`src/rtl/clock_gen_pkg.sv`:
```
// Shared definitions for the clock-enable generator: channel FSM states,
// mode encodings and the divisor clamp helper.
package clock_gen_pkg;

  // Per-channel run state.
  typedef enum logic [1:0] {
    CH_IDLE = 2'd0,
    CH_RUN  = 2'd1,
    CH_DONE = 2'd2
  } ch_state_e;

  // Channel mode encodings (value of cfg_mode).
  localparam logic MODE_PERIODIC = 1'b0;
  localparam logic MODE_ONESHOT  = 1'b1;

  // Widest divisor the clamp helper handles; DIV_WIDTH must not exceed it.
  localparam int DIV_WIDTH_MAX = 32;

  // A divisor of 0 would make the period meaningless, so it behaves as 1.
  function automatic logic [DIV_WIDTH_MAX-1:0] clamp_divisor(
    input logic [DIV_WIDTH_MAX-1:0] div
  );
    return (div == '0) ? 32'd1 : div;
  endfunction

endpackage

```
`src/rtl/tick_channel.sv`:
```
// One tick channel: IDLE/RUN/DONE FSM, down-counter, divisor/mode
// registers and registered tick/square/busy outputs.
module tick_channel
  import clock_gen_pkg::*;
#(
  parameter int DIV_WIDTH   = 24,
  parameter int DEFAULT_DIV = 1000
) (
  input  logic                 clock,
  input  logic                 reset,
  input  logic                 i_load,
  input  logic [DIV_WIDTH-1:0] i_divisor,
  input  logic                 i_mode,
  input  logic                 i_enable,
  output logic                 o_tick,
  output logic                 o_square,
  output logic                 o_busy
);

  localparam logic [DIV_WIDTH-1:0] RESET_DIV =
    DIV_WIDTH'(clamp_divisor(DIV_WIDTH_MAX'(DEFAULT_DIV)));
  localparam logic [DIV_WIDTH-1:0] DIV_ONE = DIV_WIDTH'(1);

  ch_state_e            r_state;
  ch_state_e            w_state_nxt;
  logic [DIV_WIDTH-1:0] r_count;
  logic [DIV_WIDTH-1:0] r_div;
  logic                 r_mode;
  logic                 r_tick;
  logic                 r_square;
  logic                 r_busy;
  logic [DIV_WIDTH-1:0] w_load_div;
  logic [DIV_WIDTH-1:0] w_run_div;
  logic                 w_zero;
  logic                 w_fire;
  logic                 w_tick_nxt;
  logic                 w_square_nxt;
  logic                 w_busy_nxt;

  assign w_load_div = DIV_WIDTH'(clamp_divisor(DIV_WIDTH_MAX'(i_divisor)));

  // A write landing on this edge overrides the stored divisor immediately.
  assign w_run_div = i_load ? w_load_div : r_div;

  assign w_zero = (r_count == '0);

  // Period expiry; a config write on the same edge restarts the phase
  // instead, so it swallows the tick.
  assign w_fire = (r_state == CH_RUN) && i_enable && !i_load && w_zero;

  // State register.
  always_ff @(posedge clock or negedge reset) begin
    // NOTE: non-blocking (<=) in clocked blocks so every register samples pre-edge values.
    if (!reset) begin
      r_state <= CH_IDLE;
    end else begin
      r_state <= w_state_nxt;
    end
  end

  // Next-state decision; enable low always returns the channel to IDLE.
  always_comb begin
    // NOTE: default assignment first so every path drives the signal and no latch is inferred.
    w_state_nxt = r_state;
    case (r_state)
      CH_IDLE: begin
        if (i_enable) w_state_nxt = CH_RUN;
      end
      CH_RUN: begin
        if (!i_enable) begin
          w_state_nxt = CH_IDLE;
        end else if (w_fire && (r_mode == MODE_ONESHOT)) begin
          w_state_nxt = CH_DONE;
        end
      end
      CH_DONE: begin
        if (!i_enable) w_state_nxt = CH_IDLE;
      end
      default: w_state_nxt = CH_IDLE;
    endcase
  end

  // Values the output registers take on the next edge.
  always_comb begin
    w_tick_nxt   = w_fire;
    w_square_nxt = r_square ^ w_fire;
    w_busy_nxt   = (w_state_nxt == CH_RUN);
  end

  // Divisor and mode storage, written by the config strobe in any state.
  always_ff @(posedge clock or negedge reset) begin
    if (!reset) begin
      r_div  <= RESET_DIV;
      r_mode <= MODE_PERIODIC;
    end else if (i_load) begin
      r_div  <= w_load_div;
      r_mode <= i_mode;
    end
  end

  // Down-counter: loads D-1 on RUN entry, on a config restart and at
  // expiry; otherwise counts down in RUN and holds elsewhere.
  always_ff @(posedge clock or negedge reset) begin
    if (!reset) begin
      r_count <= '0;
    end else if (i_enable && ((r_state == CH_IDLE) ||
                              ((r_state == CH_RUN) && (i_load || w_zero)))) begin
      r_count <= w_run_div - DIV_ONE;
    end else if (i_enable && (r_state == CH_RUN)) begin
      r_count <= r_count - DIV_ONE;
    end
  end

  // Registered outputs.
  always_ff @(posedge clock or negedge reset) begin
    if (!reset) begin
      r_tick   <= 1'b0;
      r_square <= 1'b0;
      r_busy   <= 1'b0;
    end else begin
      r_tick   <= w_tick_nxt;
      r_square <= w_square_nxt;
      r_busy   <= w_busy_nxt;
    end
  end

  assign o_tick   = r_tick;
  assign o_square = r_square;
  assign o_busy   = r_busy;

endmodule

```
`src/rtl/clock_enable_generator.sv`:
```
// Multi-channel clock-enable generator: config handshake, channel decode
// and NUM_CHANNELS independent tick channels in the system clock domain.
module clock_enable_generator
  import clock_gen_pkg::*;
#(
  parameter int NUM_CHANNELS = 4,
  parameter int DIV_WIDTH    = 24,
  parameter int DEFAULT_DIV  = 1000,
  parameter int CH_IDX_W     = (NUM_CHANNELS > 1) ? $clog2(NUM_CHANNELS) : 1
) (
  input  logic                    clock,
  input  logic                    reset,
  input  logic                    cfg_valid,
  output logic                    cfg_ready,
  input  logic [CH_IDX_W-1:0]     cfg_channel,
  input  logic [DIV_WIDTH-1:0]    cfg_divisor,
  input  logic                    cfg_mode,
  input  logic [NUM_CHANNELS-1:0] enable,
  output logic [NUM_CHANNELS-1:0] tick,
  output logic [NUM_CHANNELS-1:0] square,
  output logic [NUM_CHANNELS-1:0] busy
);

  logic                    r_cfg_ready;
  logic                    w_accept;
  logic [NUM_CHANNELS-1:0] w_load;

  assign w_accept = cfg_valid && r_cfg_ready;

  // Ready drops for the commit cycle after each accepted write and is
  // low while in reset, rising on the first edge after release.
  always_ff @(posedge clock or negedge reset) begin
    if (!reset) begin
      r_cfg_ready <= 1'b0;
    end else begin
      r_cfg_ready <= !w_accept;
    end
  end

  assign cfg_ready = r_cfg_ready;

  // One load strobe per channel; an out-of-range index matches none, so
  // the handshake completes and the data is dropped.
  for (genvar g = 0; g < NUM_CHANNELS; g++) begin : g_ch
    assign w_load[g] = w_accept && (cfg_channel == CH_IDX_W'(g));

    tick_channel #(
      .DIV_WIDTH   (DIV_WIDTH),
      .DEFAULT_DIV (DEFAULT_DIV)
    ) u_channel (
      .clock     (clock),
      .reset     (reset),
      .i_load    (w_load[g]),
      .i_divisor (cfg_divisor),
      .i_mode    (cfg_mode),
      .i_enable  (enable[g]),
      .o_tick    (tick[g]),
      .o_square  (square[g]),
      .o_busy    (busy[g])
    );
  end

endmodule

```
`config.mk`:
```
export PLATFORM = sky130hd
export DESIGN_NAME = clock_enable_generator
export DESIGN_NICKNAME = d
export VERILOG_FILES = /design/src/rtl/clock_gen_pkg.sv /design/src/rtl/tick_channel.sv /design/src/rtl/clock_enable_generator.sv
export SDC_FILE = /design/constraint.sdc
export NUM_CORES = 1
export LEC_CHECK = 0
export ABC_CLOCK_PERIOD_IN_PS = 5410
export BUFFER_PORTS_ARGS = -buffer_cell sky130_fd_sc_hd__buf_2
export CAP_MARGIN = 20
export CORE_AREA = 2 2 190 192
export DETAILED_ROUTE_END_ITERATION = 8
export DIE_AREA = 0 0 192 194
export PLACE_DENSITY = 0.63
export SKIP_CTS_REPAIR_TIMING = 1
export SLEW_MARGIN = 10
export SYNTH_ARGS = -nofsm -noshare
export SYNTH_HDL_FRONTEND = slang
export SYNTH_SLANG_ARGS = --single-unit
```
`constraint.sdc`:
```
create_clock -name clock -period 5.41 [get_ports clock]
set_input_delay 0.2705 -clock clock [delete_from_list [all_inputs] [get_ports clock]]
set_output_delay 0.2705 -clock clock [all_outputs]
set_load 0.1 [all_outputs]
```
==> flow_summary_export.csv, run 1 <==
group,metric,value,unit
floorplan,floorplan.initialDensity,39.5,%
grt,antenna_found_initial,2,
cts,cts.reportedPaths.clkPinSlew,60,ps
synthesis,synth-edff-count,0,
critical_path,crit_end,"g_ch[1].u_channel.r_count[18]$_DFFE_PN0P_",
synthesis,syn_avg_cell_area,8.35,µm²
timing,maxSlewHeadroom,29.9,%
grt,gr-total-overflow,0,
grt,grt_pass1_wl,64.1,mm
timing,fin_tns_setup,0,ps
critical_path,crit_chain,"nand4b_1, a211oi_1, nor3_1, a21oi_1, ha_1, nor4b_1, mux2_2, nand2_1, nor3b_1, mux2_2, nor2_1",
detailed_routing,drc,0,
detailed_routing,drt_iter0_drc,1202,
critical_path,cp.arrival,4780,ps
final_layout,multi_input_area,7620,µm²
floorplan,core,35200,µm²
critical_path,cp.depth,11,
pwr,ir_drop,0.249,mV
synthesis,synth_seq_cells,217,
run,cap_violations,0,
synthesis,synth_top_family_by_area,"simple AND/OR/NAND/NOR gates",
detailed_routing,viasPerCell,5.83,
timing,period_needed,4310,ps
synthesis,synthSimpleGateAreaFrac,24.8,%
grt,grt_pass1_vias,11698,
timing,setup_violations,0,
cts,h-tree-depth,1,
min_path,hp-class,"in -> reg",
timing,slew_viol_final,0,
floorplan,dieHeight,194,µm
timing,rsz0062_at_grt,"no",
timing,max_freq,232,MHz
detailed_routing,vias,12426,
floorplan,ios,47,
cts,clock_path_buffers,3,
cts,cts_tree,"built",
detailed_routing,final_antenna_net_count,0,
timing,finalCritPeriodShare,79.7,%
timing,tightest_slew,1050,ps
critical_path,worstRegToRegCells,11,
synthesis,synthXorXnorAreaFrac,0.756,%
synthesis,synth_top_cell_by_area,"dfrtp_1",
synthesis,yosysWarnings,0,
cts,clock_latency,540,ps
critical_path,end_kind,"flip-flop",
floorplan,rows,69,
critical_path,cp_max_fo,10,
cts,clock_tree.root_cell,"clkbuf_16",
timing,hold_ws,-4.26,ps
final_layout,fillCellCount,3513,
synthesis,netlist_area,13900,µm²
pwr,powerDensity,367,nW/µm²
status,status,"complete, but fails checks",
critical_path,cp.required,5880,ps
critical_path,slowest_delay,730,ps
critical_path,critical_path.startpoint,"cfg_ready$_DFF_PN0_",
placed_design,port_buffers,46,
critical_path,path_common_cell,"mux2_2",
status,violations,"hold timing",
final_layout,regArea,5460,µm²
synthesis,synth.distinct_cells,99,
detailed_routing,wl_per_cell,18.7,µm
synthesis,synth_top_area_share,34.7,%
final_layout,fin_util,43.3,%
synthesis,yosys.area_share.adder,0.360,%
synthesis,yosysSeqAreaShare,39.3,%
floorplan,die_x,192,µm
critical_path,cp_num_buf_inv,0,
critical_path,startpoint_type,"flip-flop",
cts,clock_sinks,217,
final_layout,drive_gt1_share,12.0,%
critical_path,crit_slowest_cell,"a211oi_1",
detailed_routing,first_pass_iters,7,
synthesis,ys_top_cells_by_area,"dfrtp_1 (35%), mux2i_1 (8.1%), nand2_1 (6.9%)",
final_layout,fin_nets,1689,
grt,grt_usage,21.3,%
synthesis,synth_flop_cell,"dfrtp_1",
critical_path,rrSetupSlack,1100,ps
critical_path,reg2reg_to,"g_ch[1].u_channel.r_count[18]$_DFFE_PN0P_",
final_layout,area_growth,9.69,%
synthesis,async_flop_share,100,%
critical_path,crit_family,"simple AND/OR/NAND/NOR gates",
placed_design,dpl.cell_count,2083,
placed_design,dp_hpwl,27.5,mm
critical_path,r2r_start,"cfg_ready$_DFF_PN0_",
synthesis,postSynthCellCount,1665,
synthesis,syn_nets,1703,
placed_design,gp_congestion,0.866,
synthesis,synth_mux_area_share,10.3,%
detailed_routing,wl,39.9,mm
synthesis,synth_compound_area_share,18.3,%
critical_path,path_class,"reg -> reg",
floorplan,die_area,37200,µm²
timing,finalHoldViolations,1,
pwr,p_leak,6.71,nW
grt,grt_max_degree,119,
final_layout,fin_cells,2133,
cts,numCtsBuffers,26,
timing,fin_skew,17.0,ps
-- cell usage in the layout, fill, tap and decap left out, drive strengths merged, types with 7 or more instances in the layout --
| cell | Yosys | final |
|---|---|---|
| inv | 82 | 82 |
| dfstp | 24 | 24 |
| or2 | 7 | 7 |
| o2111ai | 7 | 7 |
| nor3 | 77 | 77 |
| and3 | 7 | 7 |
| nand2b | 16 | 16 |
| nor4 | 36 | 36 |
| mux2 | 22 | 22 |
| a31oi | 19 | 19 |
| a21boi | 7 | 7 |
| xnor2 | 7 | 7 |
| nor2 | 134 | 134 |
| nand2 | 258 | 258 |
| a21oi | 128 | 128 |
| o21a | 8 | 8 |
| nor4b | 9 | 9 |
| nand3 | 62 | 62 |
| or3 | 18 | 18 |
| dfrtp | 193 | 193 |
| buf | 55 | 68 |
| or4 | 24 | 24 |
| nand4 | 15 | 15 |
| o211ai | 22 | 22 |
| o22ai | 11 | 11 |
| mux2i | 117 | 117 |
| o41ai | 7 | 7 |
| o21ai | 98 | 98 |
| a211oi | 26 | 26 |
| o31ai | 12 | 12 |
| clkbuf | 57 | 42 |
| nor2b | 10 | 10 |
| and2 | 12 | 12 |
-- state kept, by name, summed over array words and instances (netlist names) --
signal / count
g_ch.u_channel.o_busy: 4
g_ch.u_channel.r_mode: 4
g_ch.u_channel.o_tick: 4
g_ch.u_channel.r_div: 96
g_ch.u_channel.r_state: 8
g_ch.u_channel.r_count: 96
g_ch.u_channel.o_square: 4
cfg_ready: 1
-- layout make-up --
cell class	instances	share of cell area, %
Inverter	82	2.02
Multi-Input combinational cell	1254	50.0
Clock buffer	42	5.13
Timing Repair Buffer	70	2.88
Clock inverter	6	0.361
Sequential cell	217	35.8
Antenna cell	1	0.0164
Tap cell	461	3.78
-- worst register-to-register path, stage by stage (launching register included) --
cell and delay, ps:
dfrtp_1 500, nand4b_1 520, a211oi_1 730, nor3_1 120, a21oi_1 210, ha_1 340, nor4b_1 530, mux2_2 400
nand2_1 200, nor3b_1 250, mux2_2 350, nor2_1 100
-- where the power goes --
| group | leakage [nW] | switching, mW | internal, mW | total, mW |
|---|---|---|---|---|
| Sequential | 2.60 | 0.341 | 2.02 | 2.36 |
| Combinational | 3.69 | 0.929 | 0.562 | 1.49 |
| Clock | 0.414 | 0.710 | 1.03 | 1.74 |
-- synthesized netlist by cell type, types with 23 or more instances --
cell type / n
buf_2: 23
dfrtp_1: 193
inv_1: 81
nor4_1: 35
o21ai_0: 92
nor3_1: 74
nand2_1: 257
a211oi_1: 24
nor2_1: 132
clkbuf_1: 56
dfstp_2: 24
mux2i_1: 113
nand3_1: 61
a21oi_1: 127
-- worst min-delay path by stage --
stage	cells past startpoint	from	endpoint	slack, ps
after floorplan	0	reset	cfg_ready$_DFF_PN0_	-30
after global placement	1	reset	g_ch[2].u_channel.r_state[0]$_DFF_PN0_	390
after detailed placement	1	reset	g_ch[2].u_channel.r_state[0]$_DFF_PN0_	390
after CTS	1	reset	g_ch[2].u_channel.o_tick$_DFF_PN0_	-170
after global routing	2	enable[1]	g_ch[1].u_channel.r_state[1]$_DFF_PN0_	8
final	2	enable[1]	g_ch[1].u_channel.r_state[1]$_DFF_PN0_	-4
-- cell families after synthesis --
family | count (synthesis)
buf+inv | 194
simple gates | 704
xor+xnor | 12
flops | 217
compound gates | 395
fa+ha+maj | 4
mux | 139
-- routing by layer --
layer,vias up,part of all wire [%],global-route usage (%)
li1,5962,-,-
met1,6031,46,30.7
met2,361,45,33.1
met3,70,6.0,3.31
met4,2,2.9,5.91
met5,-,0.033,0.531
-- through the flow --
stage	total power, mW	hold slack, ps	area [µm²]	setup slack (ps)
floorplan	3.41	-25.1	13900	808
global placement	3.82	386	14400	1430
detailed placement	3.86	388	14400	1160
CTS	5.61	-175	15200	1110
global route	5.94	7.60	15200	514
finish	5.59	-4.26	15200	1100
(Power assumes the default switching activity.)
==> run 2: changes to the inputs <==
--- a/config.mk
+++ b/config.mk
@@ -5,7 +5,7 @@
 export SDC_FILE = /design/constraint.sdc
 export NUM_CORES = 1
 export LEC_CHECK = 0
-export ABC_CLOCK_PERIOD_IN_PS = 5410
+export ABC_CLOCK_PERIOD_IN_PS = 4000
 export BUFFER_PORTS_ARGS = -buffer_cell sky130_fd_sc_hd__buf_2
 export CAP_MARGIN = 20
 export CORE_AREA = 2 2 190 192
==> constraint.sdc (replaced) <==
create_clock -name clock -period 4 [get_ports clock]
set_input_delay 0.2 -clock clock [delete_from_list [all_inputs] [get_ports clock]]
set_output_delay 0.2 -clock clock [all_outputs]
set_load 0.1 [all_outputs]
==> run 2 against run 1 <==
The run now ends clean. Via count grew 1.9%. Hold slack improved by 21 ps. Sequential power is 35% higher. Combinational power up 42%. Critical endpoint is now g_ch[3].u_channel.r_count[20]$_DFFE_PN0P_. Global-route usage rose by 1.0 points. Register-to-register slack lost 900 ps.
==> flow_summary_export.csv, run 2 (synthesis gave the netlist of run 1 again) <==
group,metric,value,unit
status,status,"completed",
detailed_routing,first_pass_iters,7,
final_layout,fin_util,44.6,%
final_layout,diodes,0,
placed_design,gp_congestion,0.875,
grt,grt_max_degree,92,
detailed_routing,wl,41.6,mm
floorplan,floorplan.initialDensity,39.5,%
final_layout,reg.largest.list,"g_ch.u_channel.r_count (96), g_ch.u_channel.r_div (96), g_ch.u_channel.r_state (8)",
final_layout,drive_gt1_share,14.8,%
timing,tightest_slew,1040,ps
min_path,hp-class,"in -> reg",
floorplan,dieHeight,194,µm
cts,cts_tree,"built",
critical_path,path_class,"reg -> reg",
cts,numCtsBuffers,27,
detailed_routing,viasPerCell,5.82,
timing,finalHoldViolations,0,
cts,clock_tree.root_cell,"clkbuf_16",
timing,rsz0062_at_grt,"no",
critical_path,critical_path.startpoint,"g_ch[3].u_channel.r_count[1]$_DFFE_PN0P_",
timing,maxSlewHeadroom,29.8,%
min_path,min-delay-start,"cfg_divisor[3]",
final_layout,area_growth,13.0,%
timing,max_freq,263,MHz
critical_path,cp.arrival,4230,ps
detailed_routing,final_antenna_net_count,0,
timing,hold_ws,16.6,ps
timing,period_needed,3810,ps
pwr,powerDensity,496,nW/µm²
pwr,p_leak,6.95,nW
grt,grt_pass1_vias,12147,
pwr,total_power,7.79,mW
floorplan,rows,69,
critical_path,cp_max_fo,7,
grt,antenna_found_initial,0,
final_layout,layout_commonest_cell,"nand2_1",
cts,clock_sinks,217,
critical_path,end_kind,"flip-flop",
critical_path,worstRegToRegCells,12,
final_layout,fin_nets,1732,
timing,setup_violations,0,
cts,clock_path_buffers,3,
grt,grt_pass1_wl,66.9,mm
grt,gr-total-overflow,0,
floorplan,die_x,192,µm
pwr,ir_drop,0.330,mV
timing,finalCritPeriodShare,95.2,%
floorplan,die_area,37200,µm²
run,cap_violations,0,
min_path,holdPathStages,3,
cts,clock_latency,540,ps
timing,slew_viol_final,0,
cts,h-tree-depth,1,
floorplan,ios,47,
grt,grt_usage,22.3,%
floorplan,core,35200,µm²
timing,fin_skew,6.10,ps
critical_path,startpoint_type,"flip-flop",
detailed_routing,drt_iter0_drc,841,
detailed_routing,drc,0,
final_layout,layout_common_cells,"nand2_1 (257), dfrtp_1 (192), nor2_1 (131)",
detailed_routing,vias,12664,
critical_path,cp.required,4430,ps
placed_design,dpl.cell_count,2120,
final_layout,fin_cells,2175,
detailed_routing,wl_per_cell,19.1,µm
placed_design,port_buffers,46,
cts,cts.reportedPaths.clkPinSlew,60,ps
critical_path,r2r_start,"g_ch[3].u_channel.r_count[1]$_DFFE_PN0P_",
placed_design,dp_hpwl,29.2,mm
==> run 2: cell types whose count changed in the layout (fill, tap and decap cells not counted), sizes merged <==
cell and change:
buf +38, bufinv +1, clkbuf -4, clkdlybuf4s15 -1, clkinv +1, clkinvlp +3, diode -1, dlygate4sd3 +5
==> run 2: through the flow <==
stage / TNS [ps] / setup WS (ps) / area [µm²]
global placement: 0 / 299 / 14700
floorplan: -19.5 / -19.5 / 14000
global route: 0 / 10.9 / 15700
CTS: 0 / 160 / 15600
detailed placement: 0 / 165 / 14700
finish: 0 / 193 / 15700
==> run 2: worst max-delay path, stage by stage, from the launching register on <==
cell	delay [ps]
dfrtp_1	420
or4_1	540
or4_4	470
o31ai_4	330
mux2i_1	270
ha_2	290
inv_1	90
or3_1	320
mux2i_2	250
o2111ai_2	250
nor2_2	200
mux2i_1	210
nor3_1	60
==> run 2: layer usage <==
layer / up-vias / track usage (%) / wire [µm]
met1: 6199 / 31.8 / 19300
met3: 63 / 2.33 / 2030
met2: 337 / 35.5 / 19000
met5: - / 0 / 0
li1: 6065 / - / -
met4: 0 / 7.12 / 1330
==> run 2: power by group <==
part	switching (mW)	internal (mW)	total, mW
sequential	0.465	2.73	3.19
clock	1.00	1.49	2.49
combinational	1.30	0.812	2.11
total	2.76	5.03	7.79
==> run 2: final timing paths <==
check,endpoint,slack (ps)
max in group asynchronous,g_ch[3].u_channel.r_div[5]$_DFF_PN1_,2660
setup reg to reg,g_ch[3].u_channel.r_count[20]$_DFFE_PN0P_,190
min in group asynchronous,g_ch[2].u_channel.o_square$_DFF_PN0_,280
hold reg to reg,g_ch[1].u_channel.o_square$_DFF_PN0_,460
setup / recovery,g_ch[3].u_channel.r_count[20]$_DFFE_PN0P_,190
hold / removal,g_ch[2].u_channel.r_div[3]$_DFF_PN1_,20
==> run 2: area by class of cell <==
type | instances | area [µm²]
timing repair buffer | 112 | 779
tap | 461 | 577
fill | 3503 | 19500
sequential | 217 | 5460
clock inverter | 11 | 113
multi-input combinational | 1254 | 7670
inverter | 82 | 308
clock buffer | 38 | 787
